<file path="config.mk">
export PLATFORM = sky130hd
export DESIGN_NAME = mem_access_flat
export DESIGN_NICKNAME = d
export VERILOG_FILES = /design/src/rtl/mem_pkg.sv /design/src/rtl/mem_access_if.sv /design/src/rtl/mem_lane_align.sv /design/src/rtl/mem_access.sv /design/src/flat_wrapper.sv
export SDC_FILE = /design/constraint.sdc
export NUM_CORES = 1
export LEC_CHECK = 0
export ABC_AREA = 1
export BUFFER_PORTS_ARGS = -buffer_cell sky130_fd_sc_hd__buf_4
export CAP_MARGIN = 30
export CORE_ASPECT_RATIO = 0.75
export CORE_MARGIN = 2
export CORE_UTILIZATION = 51
export CTS_BUF_LIST = sky130_fd_sc_hd__clkbuf_8 sky130_fd_sc_hd__clkbuf_16
export DETAILED_ROUTE_END_ITERATION = 8
export PLACE_DENSITY_LB_ADDON = 0.08
export SLEW_MARGIN = 20
export SYNTH_ARGS = -nofsm -noshare
export SYNTH_HDL_FRONTEND = slang
export SYNTH_SLANG_ARGS = --single-unit
</file>
<file path="constraint.sdc">
create_clock -name clk -period 6.1 [get_ports clk]
set_input_delay 0.305 -clock clk [delete_from_list [all_inputs] [get_ports clk]]
set_output_delay 0.305 -clock clk [all_outputs]
set_load 0.005 [all_outputs]
</file>
<file path="src/rtl/mem_pkg.sv">
// Shared types and constants for the s4 memory-access stage.
// Op encodings, access sizes and the stage FSM states.
package mem_pkg;

    localparam logic [3:0] OP_MATH = 4'd0;
    localparam logic [3:0] OP_LDST = 4'd1;
    localparam logic [3:0] OP_BR   = 4'd2;
    localparam logic [3:0] OP_JMP  = 4'd3;
    localparam logic [3:0] OP_UPI  = 4'd4;

    localparam logic [4:0] LB  = 5'd0;
    localparam logic [4:0] LH  = 5'd1;
    localparam logic [4:0] LW  = 5'd2;
    localparam logic [4:0] LBU = 5'd3;
    localparam logic [4:0] LHU = 5'd4;
    localparam logic [4:0] SB  = 5'd5;
    localparam logic [4:0] SH  = 5'd6;
    localparam logic [4:0] SW  = 5'd7;

    typedef enum logic [1:0] {IDLE, ACCESS, DONE} state_t;
    typedef enum logic [1:0] {SZ_B, SZ_H, SZ_W} size_t;

    typedef struct packed {
        logic [31:0] addr;
        logic [31:0] wdata;
        logic [4:0]  spec;
        logic        we;
        logic [4:0]  rd_ind;
    } req_t;

    function automatic size_t size_of(input logic [4:0] spec);
        case (spec)
            LB, LBU, SB: size_of = SZ_B;
            LH, LHU, SH: size_of = SZ_H;
            default:     size_of = SZ_W;
        endcase
    endfunction

endpackage

</file>
<file path="src/rtl/mem_access_if.sv">
// Data-memory req/ack port between the s4 stage and dmem.
// master = stage side, slave = memory side.
interface mem_access_if;
    logic        dmem_req;
    logic        dmem_we;
    logic [31:0] dmem_addr;
    logic [3:0]  dmem_be;
    logic [31:0] dmem_wdata;
    logic [31:0] dmem_rdata;
    logic        dmem_ack;

    modport master (
        output dmem_req, dmem_we, dmem_addr, dmem_be, dmem_wdata,
        input  dmem_rdata, dmem_ack
    );

    modport slave (
        input  dmem_req, dmem_we, dmem_addr, dmem_be, dmem_wdata,
        output dmem_rdata, dmem_ack
    );
endinterface

</file>
<file path="src/rtl/mem_lane_align.sv">
// Byte-lane steering for loads/stores and alignment check.
// Purely combinational.
module mem_lane_align
    import mem_pkg::*;
(
    input  logic [1:0]  addr_lo,
    input  logic [4:0]  spec,
    input  logic        we,
    input  logic [31:0] wdata,
    input  logic [31:0] rdata,
    output logic        aligned,
    output logic [3:0]  be,
    output logic [31:0] wdata_lane,
    output logic [31:0] load_ext
);
    logic [7:0]  b;
    logic [15:0] h;
    logic        uns;

    // lane select, replication and extension by access size
    always_comb begin
        b          = rdata[{addr_lo, 3'b000} +: 8];
        h          = addr_lo[1] ? rdata[31:16] : rdata[15:0];
        uns        = (spec == LBU) || (spec == LHU);
        aligned    = 1'b1;
        be         = 4'hf;
        wdata_lane = wdata;
        load_ext   = rdata;
        case (size_of(spec))
            SZ_B: begin
                if (we) be = 4'b0001 << addr_lo;
                wdata_lane = {4{wdata[7:0]}};
                load_ext   = uns ? {24'h0, b} : {{24{b[7]}}, b};
            end
            SZ_H: begin
                aligned = !addr_lo[0];
                if (we) be = 4'b0011 << {addr_lo[1], 1'b0};
                wdata_lane = {2{wdata[15:0]}};
                load_ext   = uns ? {16'h0, h} : {{16{h[15]}}, h};
            end
            default: aligned = (addr_lo == 2'b00);
        endcase
    end
endmodule

</file>
<file path="src/rtl/mem_access.sv">
// s4 memory-access stage: loads/stores over req/ack dmem port.
// Stalls upstream during an access, emits registered wb bundle.
module mem_access
    import mem_pkg::*;
#(
    parameter int TIMEOUT_CYC = 64,
    parameter int CW          = 7
) (
    input  logic          clk,
    input  logic          rst,
    input  logic          valid_in,
    input  logic [3:0]    op_type,
    input  logic [4:0]    op_spec,
    input  logic [4:0]    rd_ind,
    input  logic [31:0]   rd_dat,
    input  logic [31:0]   mem_addr,
    input  logic [31:0]   mem_dat,
    input  logic          mem_read_en,
    input  logic          mem_write_en,
    output logic          stall_out,
    mem_access_if.master  dmem,
    output logic          wb_valid,
    output logic          wb_en,
    output logic [4:0]    wb_rd_ind,
    output logic [31:0]   wb_rd_dat,
    output logic          exc_misalign,
    output logic          exc_bus
);
    state_t        state, state_nx;
    req_t          cap;
    logic [CW-1:0] cnt;

    logic          idle, take, is_mem, accept, misal, pass;
    logic          req, done_now, timeout;
    logic [31:0]   a_addr, a_wdata, wlane, ld;
    logic [4:0]    a_spec, a_rd;
    logic          a_we, aligned;
    logic [3:0]    be;

    assign idle   = (state == IDLE);
    assign a_addr  = idle ? mem_addr     : cap.addr;
    assign a_wdata = idle ? mem_dat      : cap.wdata;
    assign a_spec  = idle ? op_spec      : cap.spec;
    assign a_we    = idle ? mem_write_en : cap.we;
    assign a_rd    = idle ? rd_ind       : cap.rd_ind;

    mem_lane_align u_align (
        .addr_lo    (a_addr[1:0]),
        .spec       (a_spec),
        .we         (a_we),
        .wdata      (a_wdata),
        .rdata      (dmem.dmem_rdata),
        .aligned    (aligned),
        .be         (be),
        .wdata_lane (wlane),
        .load_ext   (ld)
    );

    assign is_mem   = (op_type == OP_LDST) && (mem_read_en || mem_write_en);
    assign take     = !rst && idle && valid_in;
    assign accept   = take && is_mem && aligned;
    assign misal    = take && is_mem && !aligned;
    assign pass     = take && !is_mem;
    assign req      = !rst && (accept || state == ACCESS);
    assign done_now = req && dmem.dmem_ack;
    assign timeout  = (state == ACCESS) && !dmem.dmem_ack
                      && (cnt == CW'(TIMEOUT_CYC - 1));

    assign stall_out       = req;
    assign dmem.dmem_req   = req;
    assign dmem.dmem_we    = req && a_we;
    assign dmem.dmem_addr  = req ? {a_addr[31:2], 2'b00} : 32'h0;
    assign dmem.dmem_be    = req ? be : 4'h0;
    assign dmem.dmem_wdata = req ? wlane : 32'h0;

    // state register
    always_ff @(posedge clk or posedge rst) begin
        if (rst) state <= IDLE;
        else     state <= state_nx;
    end

    // next-state: same-cycle ack from IDLE goes straight to DONE
    always_comb begin
        state_nx = state;
        case (state)
            IDLE:    if (accept) state_nx = dmem.dmem_ack ? DONE : ACCESS;
            ACCESS:  if (dmem.dmem_ack) state_nx = DONE;
                     else if (timeout) state_nx = IDLE;
            DONE:    state_nx = IDLE;
            default: state_nx = IDLE;
        endcase
    end

    // request capture, wait counter and writeback bundle
    always_ff @(posedge clk or posedge rst) begin
        if (rst) begin
            cap          <= '0;
            cnt          <= '0;
            wb_valid     <= 1'b0;
            wb_en        <= 1'b0;
            wb_rd_ind    <= 5'd0;
            wb_rd_dat    <= 32'h0;
            exc_misalign <= 1'b0;
            exc_bus      <= 1'b0;
        end else begin
            wb_valid     <= 1'b0;
            exc_misalign <= 1'b0;
            exc_bus      <= 1'b0;
            if (accept) begin
                cap <= '{addr: mem_addr, wdata: mem_dat, spec: op_spec,
                         we: mem_write_en, rd_ind: rd_ind};
                cnt <= '0;
            end else if (state == ACCESS) begin
                cnt <= cnt + 1'b1;
            end
            if (pass) begin
                wb_valid  <= 1'b1;
                wb_en     <= (op_type == OP_MATH || op_type == OP_JMP
                              || op_type == OP_UPI) && (rd_ind != 5'd0);
                wb_rd_ind <= rd_ind;
                wb_rd_dat <= rd_dat;
            end
            if (misal) begin
                wb_valid     <= 1'b1;
                wb_en        <= 1'b0;
                wb_rd_ind    <= rd_ind;
                exc_misalign <= 1'b1;
            end
            if (done_now) begin
                wb_valid  <= 1'b1;
                wb_en     <= !a_we && (a_rd != 5'd0);
                wb_rd_ind <= a_rd;
                if (!a_we) wb_rd_dat <= ld;
            end
            if (timeout) begin
                wb_valid  <= 1'b1;
                wb_en     <= 1'b0;
                wb_rd_ind <= cap.rd_ind;
                exc_bus   <= 1'b1;
            end
        end
    end
endmodule

</file>
<file path="src/flat_wrapper.sv">
// flat-port wrapper written by rule: the top's interface ports become plain ports
module mem_access_flat import mem_pkg::*;
#(
    parameter int TIMEOUT_CYC = 64,
    parameter int CW          = 7
)
  (clk, rst, valid_in, op_type, op_spec, rd_ind, rd_dat, mem_addr, mem_dat, mem_read_en, mem_write_en, stall_out, wb_valid, wb_en, wb_rd_ind, wb_rd_dat, exc_misalign, exc_bus, dmem_dmem_req, dmem_dmem_we, dmem_dmem_addr, dmem_dmem_be, dmem_dmem_wdata, dmem_dmem_rdata, dmem_dmem_ack);
  mem_access_if dmem_i ();
  input  logic clk;
  input  logic rst;
  input  logic valid_in;
  input  logic [3:0] op_type;
  input  logic [4:0] op_spec;
  input  logic [4:0] rd_ind;
  input  logic [31:0] rd_dat;
  input  logic [31:0] mem_addr;
  input  logic [31:0] mem_dat;
  input  logic mem_read_en;
  input  logic mem_write_en;
  output logic stall_out;
  output logic wb_valid;
  output logic wb_en;
  output logic [4:0] wb_rd_ind;
  output logic [31:0] wb_rd_dat;
  output logic exc_misalign;
  output logic exc_bus;
  output wire logic [$bits(dmem_i.dmem_req)-1:0] dmem_dmem_req;
  output wire logic [$bits(dmem_i.dmem_we)-1:0] dmem_dmem_we;
  output wire logic [$bits(dmem_i.dmem_addr)-1:0] dmem_dmem_addr;
  output wire logic [$bits(dmem_i.dmem_be)-1:0] dmem_dmem_be;
  output wire logic [$bits(dmem_i.dmem_wdata)-1:0] dmem_dmem_wdata;
  input wire logic [$bits(dmem_i.dmem_rdata)-1:0] dmem_dmem_rdata;
  input wire logic [$bits(dmem_i.dmem_ack)-1:0] dmem_dmem_ack;
  assign dmem_dmem_req = dmem_i.dmem_req;
  assign dmem_dmem_we = dmem_i.dmem_we;
  assign dmem_dmem_addr = dmem_i.dmem_addr;
  assign dmem_dmem_be = dmem_i.dmem_be;
  assign dmem_dmem_wdata = dmem_i.dmem_wdata;
  assign dmem_i.dmem_rdata = dmem_dmem_rdata;
  assign dmem_i.dmem_ack = dmem_dmem_ack;
  mem_access #(.TIMEOUT_CYC(TIMEOUT_CYC), .CW(CW)) u_core (.clk(clk), .rst(rst), .valid_in(valid_in), .op_type(op_type), .op_spec(op_spec), .rd_ind(rd_ind), .rd_dat(rd_dat), .mem_addr(mem_addr), .mem_dat(mem_dat), .mem_read_en(mem_read_en), .mem_write_en(mem_write_en), .stall_out(stall_out), .dmem(dmem_i), .wb_valid(wb_valid), .wb_en(wb_en), .wb_rd_ind(wb_rd_ind), .wb_rd_dat(wb_rd_dat), .exc_misalign(exc_misalign), .exc_bus(exc_bus));
endmodule
</file>
==> flow_summary.toml, run 1 <==
[layout]
layout.nets = 1366
drive_gt1_share_pct = 31.0
post-route-util_pct = 69.8
stdcell_area_um2 = 10100
n_antenna_cell = 0
syn2layout_area_growth_pct = 33.1

[die]
row_count = 38
die_h_um = 110
initial_core_util_pct = 52.5
die_x_um = 145
die_area_um2 = 15900
ios = 260
core-area_um2 = 14500

[grt]
grt_max_degree = 105
grt_pass1_wl_mm = 35.5
antenna_found_initial = 0
grt-ovfl-total = 0
first_global_vias = 6894
grt_usage_pct = 28.1

[synthesis]
synth_area_um2 = 7610
synth-adder-area-share_pct = 0.165
avgSynthCellArea_um2 = 7.63
yosys.area_share.simple_pct = 20.3
synth-xor-area-share_pct = 0.576
synth_cells = 997
ys_ff_latch = 125
synthArstFlopShare_pct = 100
yosysSeqAreaShare_pct = 41.1
synthFlopType = "dfrtp_1"
ys_types = 42
synth-compound-area-share_pct = 22.3
yosys_warnings = 0
synth_top_family_by_area = "compound AO/OA/AOI/OAI gates"
synthMuxAreaShare_pct = 4.74
synth-edff-count = 0

[critical_path]
cp-start-kind = "flip-flop"
end_kind = "flip-flop"
cp.required_ps = 6390
rr_worst_depth = 11
crit_type = "reg -> reg"
path_max_fanout = 67
arrival_ps = 4490

[cts]
cts_hold_buf = 0
postCtsResizedCells = 0
cts_tree = "yes"
cts_buffers = 17
clock_sinks = 125
clock-root-buffer = "clkbuf_16"
htree_levels = 4
post_cts.repair.setup_buffers = 0
clk_latency_ps = 410
clock_path_buffers = 2
clk_transition_reported_paths_ps = 60

[timing]
rsz0062_at_grt = "no"
finalCriticalPeriod_ps = 4200
whs_ps = 24.8
slew_headroom_pct = 32.4
final.setup_skew_ps = 14.0
slew_viol_final = 0
fin_crit_sh_pct = 68.8
setup_violations = 0
setup_slack_ps = 1900
fin_tns_setup_ps = 0
worst_slew_pin_slew_ps = 1000
hold_violations = 0
max_freq_ghz = 0.238

[routing]
drtIter0Drc = 646
drt-total-wl_mm = 22.3
drc = 0
wire_per_inst_um = 15.6
vias = 7440
dr.pass1.iters = 6
viasPerCell = 5.21
ant_nets = 0

[place]
hpwl_mm = 15.8
place_area_um2 = 9530
place.gp.congestion = 0.935
port_buffers = 257
dp_slack_ps = 1980

[outcome]
status = "completed"

[pwr]
power.density_nw_per_um2 = 240
p_leak_uw = 0.00544
ir_drop_mv = 0.182

[run]
timing.max_cap.violations = 0

[hold_path]
hold_path.class = "in -> async"
state kept, by name, summed over array words and instances (netlist names), 2 cells and up:
name              cells
u_core.cap           75
u_core.wb_rd_dat     32
u_core.state          2
u_core.wb_rd_ind      5
u_core.cnt            7
layout make-up:
| cell class | count | area, µm² |
|---|---|---|
| Inverter | 129 | 492 |
| Timing Repair Buffer | 265 | 2020 |
| Multi-Input combinational cell | 679 | 3660 |
| Fill cell | 1207 | 4370 |
| Sequential cell | 125 | 3130 |
| Clock inverter | 14 | 149 |
| Clock buffer | 17 | 425 |
| Tap cell | 200 | 250 |
through the flow:
step                      std cells  total power, µW
after floorplan                 998             1240
after global placement         1396             1440
after detailed placement       1397             1450
after CTS                      1428             2440
after global routing           1429             2550
final                          1429             2430
report_power, final:
group          internal (µW)  total, µW  switching (µW)
sequential               930        986            56.5
combinational            227        457             230
clock                    599        987             389
total                   1760       2430             675
final timing paths:
| check | startpoint | slack (ps) | endpoint |
|---|---|---|---|
| max in group asynchronous | rst | 4890 | u_core.cap[6] |
| hold reg to reg | u_core.cap[5] | 480 | u_core.cap[5] |
| hold / removal | rst | 20 | u_core.wb_rd_dat[0] |
| min in group clk | mem_dat[6] | 110 | u_core.cap[17] |
| setup / recovery | u_core.state[0] | 1900 | u_core.cap[14] |
| setup reg to reg | u_core.state[0] | 1900 | u_core.cap[14] |
cells in the mapped netlist, types with 2 or more instances:
cell | instances | area share, %
nand2_1 | 215 | 11
o21ai_0 | 132 | 8.7
dfrtp_1 | 125 | 41
inv_1 | 122 | 6.0
nor2_1 | 90 | 4.4
a211oi_1 | 48 | 4.7
clkbuf_1 | 36 | 1.8
a21oi_1 | 25 | 1.6
nand3_1 | 20 | 1.3
o21ai_2 | 19 | 2.2
mux2i_1 | 18 | 2.4
a21oi_2 | 16 | 1.8
mux2_2 | 16 | 2.4
nor2_2 | 16 | 1.3
buf_2 | 14 | 0.92
o22ai_1 | 12 | 0.99
a221oi_1 | 11 | 1.3
nor3_1 | 10 | 0.66
buf_6 | 7 | 1.0
buf_4 | 6 | 0.59
inv_2 | 4 | 0.20
nand4_1 | 4 | 0.33
nand2_2 | 3 | 0.25
nand2_4 | 3 | 0.44
xor2_1 | 3 | 0.35
buf_1 | 2 | 0.099
clkinv_1 | 2 | 0.099
nand3_4 | 2 | 0.46
o211ai_1 | 2 | 0.20
xnor2_1 | 2 | 0.23
metal layers:
metal	track usage, %	routed length, µm
met2	42.3	9820
met3	9.83	2100
met1	39.9	10200
met4	5.02	197
met5	0	0
cell usage in the layout, fill, tap and decap left out, types with 2 or more instances in the layout:
| cell type | instances |
|---|---|
| buf_4 | 263 |
| nand2_1 | 214 |
| o21ai_0 | 132 |
| dfrtp_1 | 125 |
| inv_1 | 123 |
| nor2_1 | 90 |
| a211oi_1 | 48 |
| a21oi_1 | 25 |
| nand3_1 | 20 |
| o21ai_2 | 19 |
| mux2i_1 | 18 |
| clkbuf_16 | 17 |
| nor2_2 | 16 |
| a21oi_2 | 16 |
| mux2_2 | 16 |
| o22ai_1 | 12 |
| a221oi_1 | 11 |
| nor3_1 | 10 |
| clkinvlp_4 | 6 |
| nand2_2 | 4 |
| inv_2 | 4 |
| nand4_1 | 4 |
| nand2_4 | 3 |
| xor2_1 | 3 |
| clkinv_4 | 3 |
| nand3_4 | 2 |
| inv_6 | 2 |
| xnor2_1 | 2 |
| o211ai_1 | 2 |
| conb_1 | 2 |
| bufinv_16 | 2 |
worst max-delay path, stage by stage (launching register included):
cell and delay, ps:
dfrtp_1 410, inv_1 100, nand2_1 390, o21ai_2 860
nand2_1 110, nand2_1 130, nand2_2 80, nand2_4 80
buf_4 480, buf_12 320, clkinv_1 670, o21ai_0 430
cells by family (layout without fill, tap and decap cells):
group / count (synthesis) / in the layout
DFF: 125 / 125
buffers and inverters: 194 / 425
xor gates and xnor gates: 5 / 5
muxes: 34 / 34
other: 1 / 2
adders and majority gates: 1 / 1
AOI/OAI and AO/OA: 271 / 271
and+or+nand+nor: 366 / 366
No activity file was read; power rests on OpenSTA's default activity.
==> run 2: changes to the inputs <==
- clock period: 6.1 -> 4.1 ns (I/O delays scaled with it)
==> flow_summary.toml, run 2 (same netlist as run 1, synthesis figures left out) <==
[outcome]
status = "completed"

[place]
hpwl_mm = 16.5
place.gp.congestion = 0.900
place_area_um2 = 9560
port_buffers = 257
dp.cells = 1401

[pwr]
p_leak_uw = 0.00546
ir_drop_mv = 0.283
p_comb_share_pct = 19.0
clock_power_share_pct = 39.9
netSwitchingFraction_pct = 28.2
power.density_nw_per_um2 = 353
pwr-share-seq_pct = 41.1
intPower_uw = 2570
switchingPower_uw = 1010

[timing]
slew_viol_final = 0
rsz0062_at_grt = "no"
final.setup_skew_ps = 12.3
max_freq_ghz = 0.263
setup_violations = 0
slew_headroom_pct = 36.3
worst_slew_pin_slew_ps = 946
fin_crit_sh_pct = 92.7
finalCriticalPeriod_ps = 3800
fin_tns_setup_ps = 0
hold_violations = 0

[layout]
stdcell_area_um2 = 10100
fin_cells = 1434
largest_reg_flops = 75
drive_gt1_share_pct = 31.1
largest-register = "u_core.cap"
final_common_cell = "buf_4"
fill_cells = 1227
n_antenna_cell = 0
top_regs = "u_core.cap: 75 flops, u_core.wb_rd_dat: 32 flops, u_core.cnt: 7 flops"
final_cell_mix = "buf_4 (267), nand2_1 (214), o21ai_0 (132)"
post-route-util_pct = 69.9
layout.nets = 1371
syn2layout_area_growth_pct = 33.3

[grt]
use_met1_pct = 41.6
grt_usage_pct = 28.4
top_usage_layer = "met2"
antenna_found_initial = 0
grt_pass1_wl_mm = 35.7
grt-ovfl-total = 0
use_met3_pct = 7.18
grt_use_met2_pct = 42.4
grt_max_degree = 101
first_global_vias = 6904

[cts]
clock_path_buffers = 2
clock_sinks = 125
cts_tree = "yes"
clk_transition_reported_paths_ps = 60
post_cts.repair.setup_buffers = 0
cts_buffers = 17
htree_levels = 4
clock-root-buffer = "clkbuf_16"
clk_latency_ps = 420
postCtsResizedCells = 0

[routing]
vias = 7578
ant_nets = 0
dr.pass1.iters = 7
drt-total-wl_mm = 22.4
drtIter0Drc = 664
drc = 0
wire_per_inst_um = 15.6
viasPerCell = 5.28

[critical_path]
worstReg2RegStart = "u_core.state[1]"
startpoint = "u_core.state[1]"
end_kind = "output port"
arrival_ps = 3600
cp-start-kind = "flip-flop"
path_max_fanout = 33
cp.required_ps = 3890
crit_type = "reg -> out"

[die]
die_x_um = 145
row_count = 38
initial_core_util_pct = 52.5
die_h_um = 110
ios = 260
core-area_um2 = 14500
die_area_um2 = 15900

[hold_path]
hold_path.class = "in -> reg"
min_from = "op_spec[1]"

[run]
timing.max_cap.violations = 0
## run 2: power by group through the flow
stage | logic [µW] | clock network (µW) | registers (µW)
global route | 763 | 1500 | 1490
CTS | 682 | 1450 | 1470
finish | 681 | 1430 | 1470
floorplan | 375 | 0 | 1470
global placement | 665 | 0 | 1490
detailed placement | 677 | 0 | 1490
## run 2: final timing paths
path,to,slack [ps],depth (start not counted)
max reg2reg,u_core.wb_rd_dat[31],650,16
min reg2reg,u_core.cap[35],480,2
max,dmem_dmem_wdata[14],300,15
min in group asynchronous,u_core.cnt[4],310,3
min,u_core.cap[7],20,3
max in group asynchronous,u_core.cap[72],2780,4
## run 2: per-stage QoR
step	setup slack (ps)	hold WS, ps	power (µW)
2_1_floorplan	529	315	1850
3_3_place_gp	847	191	2150
3_5_place_dp	688	187	2160
4_1_cts	316	4.97	3600
5_1_grt	34.9	9.58	3750
6_report	297	15.5	3580
## run 2: what timing repair did
action                                  in CTS  in global routing
hold buffers                                 2                  0
endpoints found under the setup margin       0                  0
hold endpoints to repair                    22                  0
## run 2: metal layers
layer | wire length (µm) | up-vias
li1 | - | 3739
met1 | 10400 | 3514
met2 | 9800 | 305
met3 | 1980 | 20
met4 | 225 | 0
met5 | 0 | -
## run 2: layout make-up
type | instances | area [µm²] | area share, %
Clock buffer | 18 | 439 | 4.33
Clock inverter | 13 | 120 | 1.18
Inverter | 129 | 492 | 4.85
Multi-Input combinational cell | 679 | 3660 | 36.1
Sequential cell | 125 | 3130 | 30.8
Tap cell | 200 | 250 | 2.47
Timing Repair Buffer | 270 | 2050 | 20.2
## run 2: worst max-delay path, cell delays in order, from the launching register on
cell,delay (ps)
dfrtp_1,430
nor2_4,540
nand2_1,150
nand2_2,140
inv_2,40
nor2_2,120
nand3_2,110
nand3_4,150
inv_2,130
nand2_2,110
nand2_4,60
nand2_4,110
nand2_2,310
buf_4,320
nor3_1,280
buf_4,180
==> run 3: changes to the inputs <==
- CORE_MARGIN: 2 -> default
- CORE_UTILIZATION: 51 -> 45
- PLACE_DENSITY: default -> 0.73
- PLACE_DENSITY_LB_ADDON: 0.08 -> default
==> flow_summary.toml, run 3 (same netlist as run 1, synthesis figures left out) <==
[timing]
setup_violations = 0
slew_viol_final = 0
worst_slew_pin_slew_ps = 980
slew_headroom_pct = 34.0
finalCriticalPeriod_ps = 3690
rsz0062_at_grt = "no"
fin_tns_setup_ps = 0
max_freq_ghz = 0.271
fin_crit_sh_pct = 90.1
final.setup_skew_ps = 6.35
hold_violations = 0

[critical_path]
path_max_fanout = 40
cp.required_ps = 3890
cp-start-kind = "flip-flop"
crit_type = "reg -> out"
r2r-end = "u_core.wb_rd_dat[18]"
rrSetupSlack_ps = 760
startpoint = "u_core.state[1]"
arrival_ps = 3490
end_kind = "output port"
rr_worst_depth = 14
worstReg2RegStart = "u_core.state[0]"

[layout]
top_regs = "u_core.cap: 75 flops, u_core.wb_rd_dat: 32 flops, u_core.cnt: 7 flops"
fill_cells = 1430
syn2layout_area_growth_pct = 36.2
final_cell_mix = "buf_4 (269), nand2_1 (214), o21ai_0 (132)"
largest-register = "u_core.cap"
n_antenna_cell = 0
final_common_cell = "buf_4"
post-route-util_pct = 63.7
largest_reg_flops = 75
drive_gt1_share_pct = 31.1
layout.nets = 1382

[grt]
first_global_vias = 7097
antenna_found_initial = 0
grt_pass1_wl_mm = 36.5
grt_usage_pct = 26.8
grt_max_degree = 81
grt-ovfl-total = 0

[cts]
cts_buffers = 17
cts_tree = "yes"
clock_path_buffers = 2
clock_sinks = 125
postCtsResizedCells = 0
post_cts.repair.setup_buffers = 0
clk_latency_ps = 420
clk_transition_reported_paths_ps = 60
htree_levels = 4
clock-root-buffer = "clkbuf_16"

[die]
initial_core_util_pct = 46.8
die_h_um = 115
core-area_um2 = 16300
die_x_um = 152
ios = 260
row_count = 40
die_area_um2 = 17400

[routing]
wire_per_inst_um = 15.6
ant_nets = 0
viasPerCell = 5.22
drtIter0Drc = 550
vias = 7601
dr.pass1.iters = 8
drt-total-wl_mm = 22.7
drc = 31

[place]
port_buffers = 257
place.gp.congestion = 0.903
hpwl_mm = 16.5

[hold_path]
hold_end = "u_core.cap[11]"
min_from = "mem_dat[0]"
hold_path.class = "in -> reg"
hold_path_depth = 3

[outcome]
status = "finished, violations left"
violations = "DRC"

[pwr]
power.density_nw_per_um2 = 371
p_leak_uw = 0.00555
ir_drop_mv = 0.296

[run]
timing.max_cap.violations = 0
## run 3: layer usage
metal	global-route usage, %	share of wire (%)
met1	36.5	45
met2	41.0	44
met3	6.59	8.5
met4	11.2	2.5
met5	0	0
## run 3: through the flow
step                std cells  instance area, µm²  hold slack, ps  power [µW]  worst slack [ps]
finish                   1456               10400            13.0        3840               406
global route             1456               10400            15.5        4020              85.9
CTS                      1456               10400            1.17        3860               367
detailed placement       1413                9590             103        2170               802
global placement         1412                9560             104        2150               887
floorplan                 998                7610             315        1850               529
## run 3: cell type report
| type | instances | area [µm²] | share of cell area [%] |
|---|---|---|---|
| Tap cell | 210 | 263 | 2.54 |
| Clock buffer | 18 | 439 | 4.24 |
| Sequential cell | 125 | 3130 | 30.2 |
| Clock inverter | 14 | 216 | 2.09 |
| Timing Repair Buffer | 281 | 2160 | 20.8 |
| Inverter | 129 | 492 | 4.75 |
| Multi-Input combinational cell | 679 | 3660 | 35.4 |
## run 3: power by group
group / internal (µW) / switching [µW] / leakage (µW)
clock: 1090 / 583 / 0.000309
combinational: 345 / 348 / 0.00366
sequential: 1380 / 88.7 / 0.00158
total: 2820 / 1020 / 0.00555
## run 3: worst max-delay path, cell delays in order (launching register included)
cell and delay, ps:
dfrtp_1 450, nor2_4 440, nand2_1 130, nand2_2 130, nand3_1 80, nand2_1 80, nand2_2 160, inv_1 340
nor2_2 90, inv_2 510, nor2_1 100, nor3_1 360, buf_4 180
## run 3: worst max-delay path by stage
stage,end,cells after the start
floorplan,u_core.wb_rd_dat[21],6
global placement,u_core.wb_rd_dat[16],14
detailed placement,u_core.wb_rd_dat[18],14
CTS,dmem_dmem_wdata[13],15
global route,dmem_dmem_wdata[10],15
finish,dmem_dmem_wdata[10],12
## run 3: timing repair
action | CTS | global route
hold buffers | 11 | 0
setup endpoints to repair | 0 | 0
endpoints found under the hold margin | 12 | 0
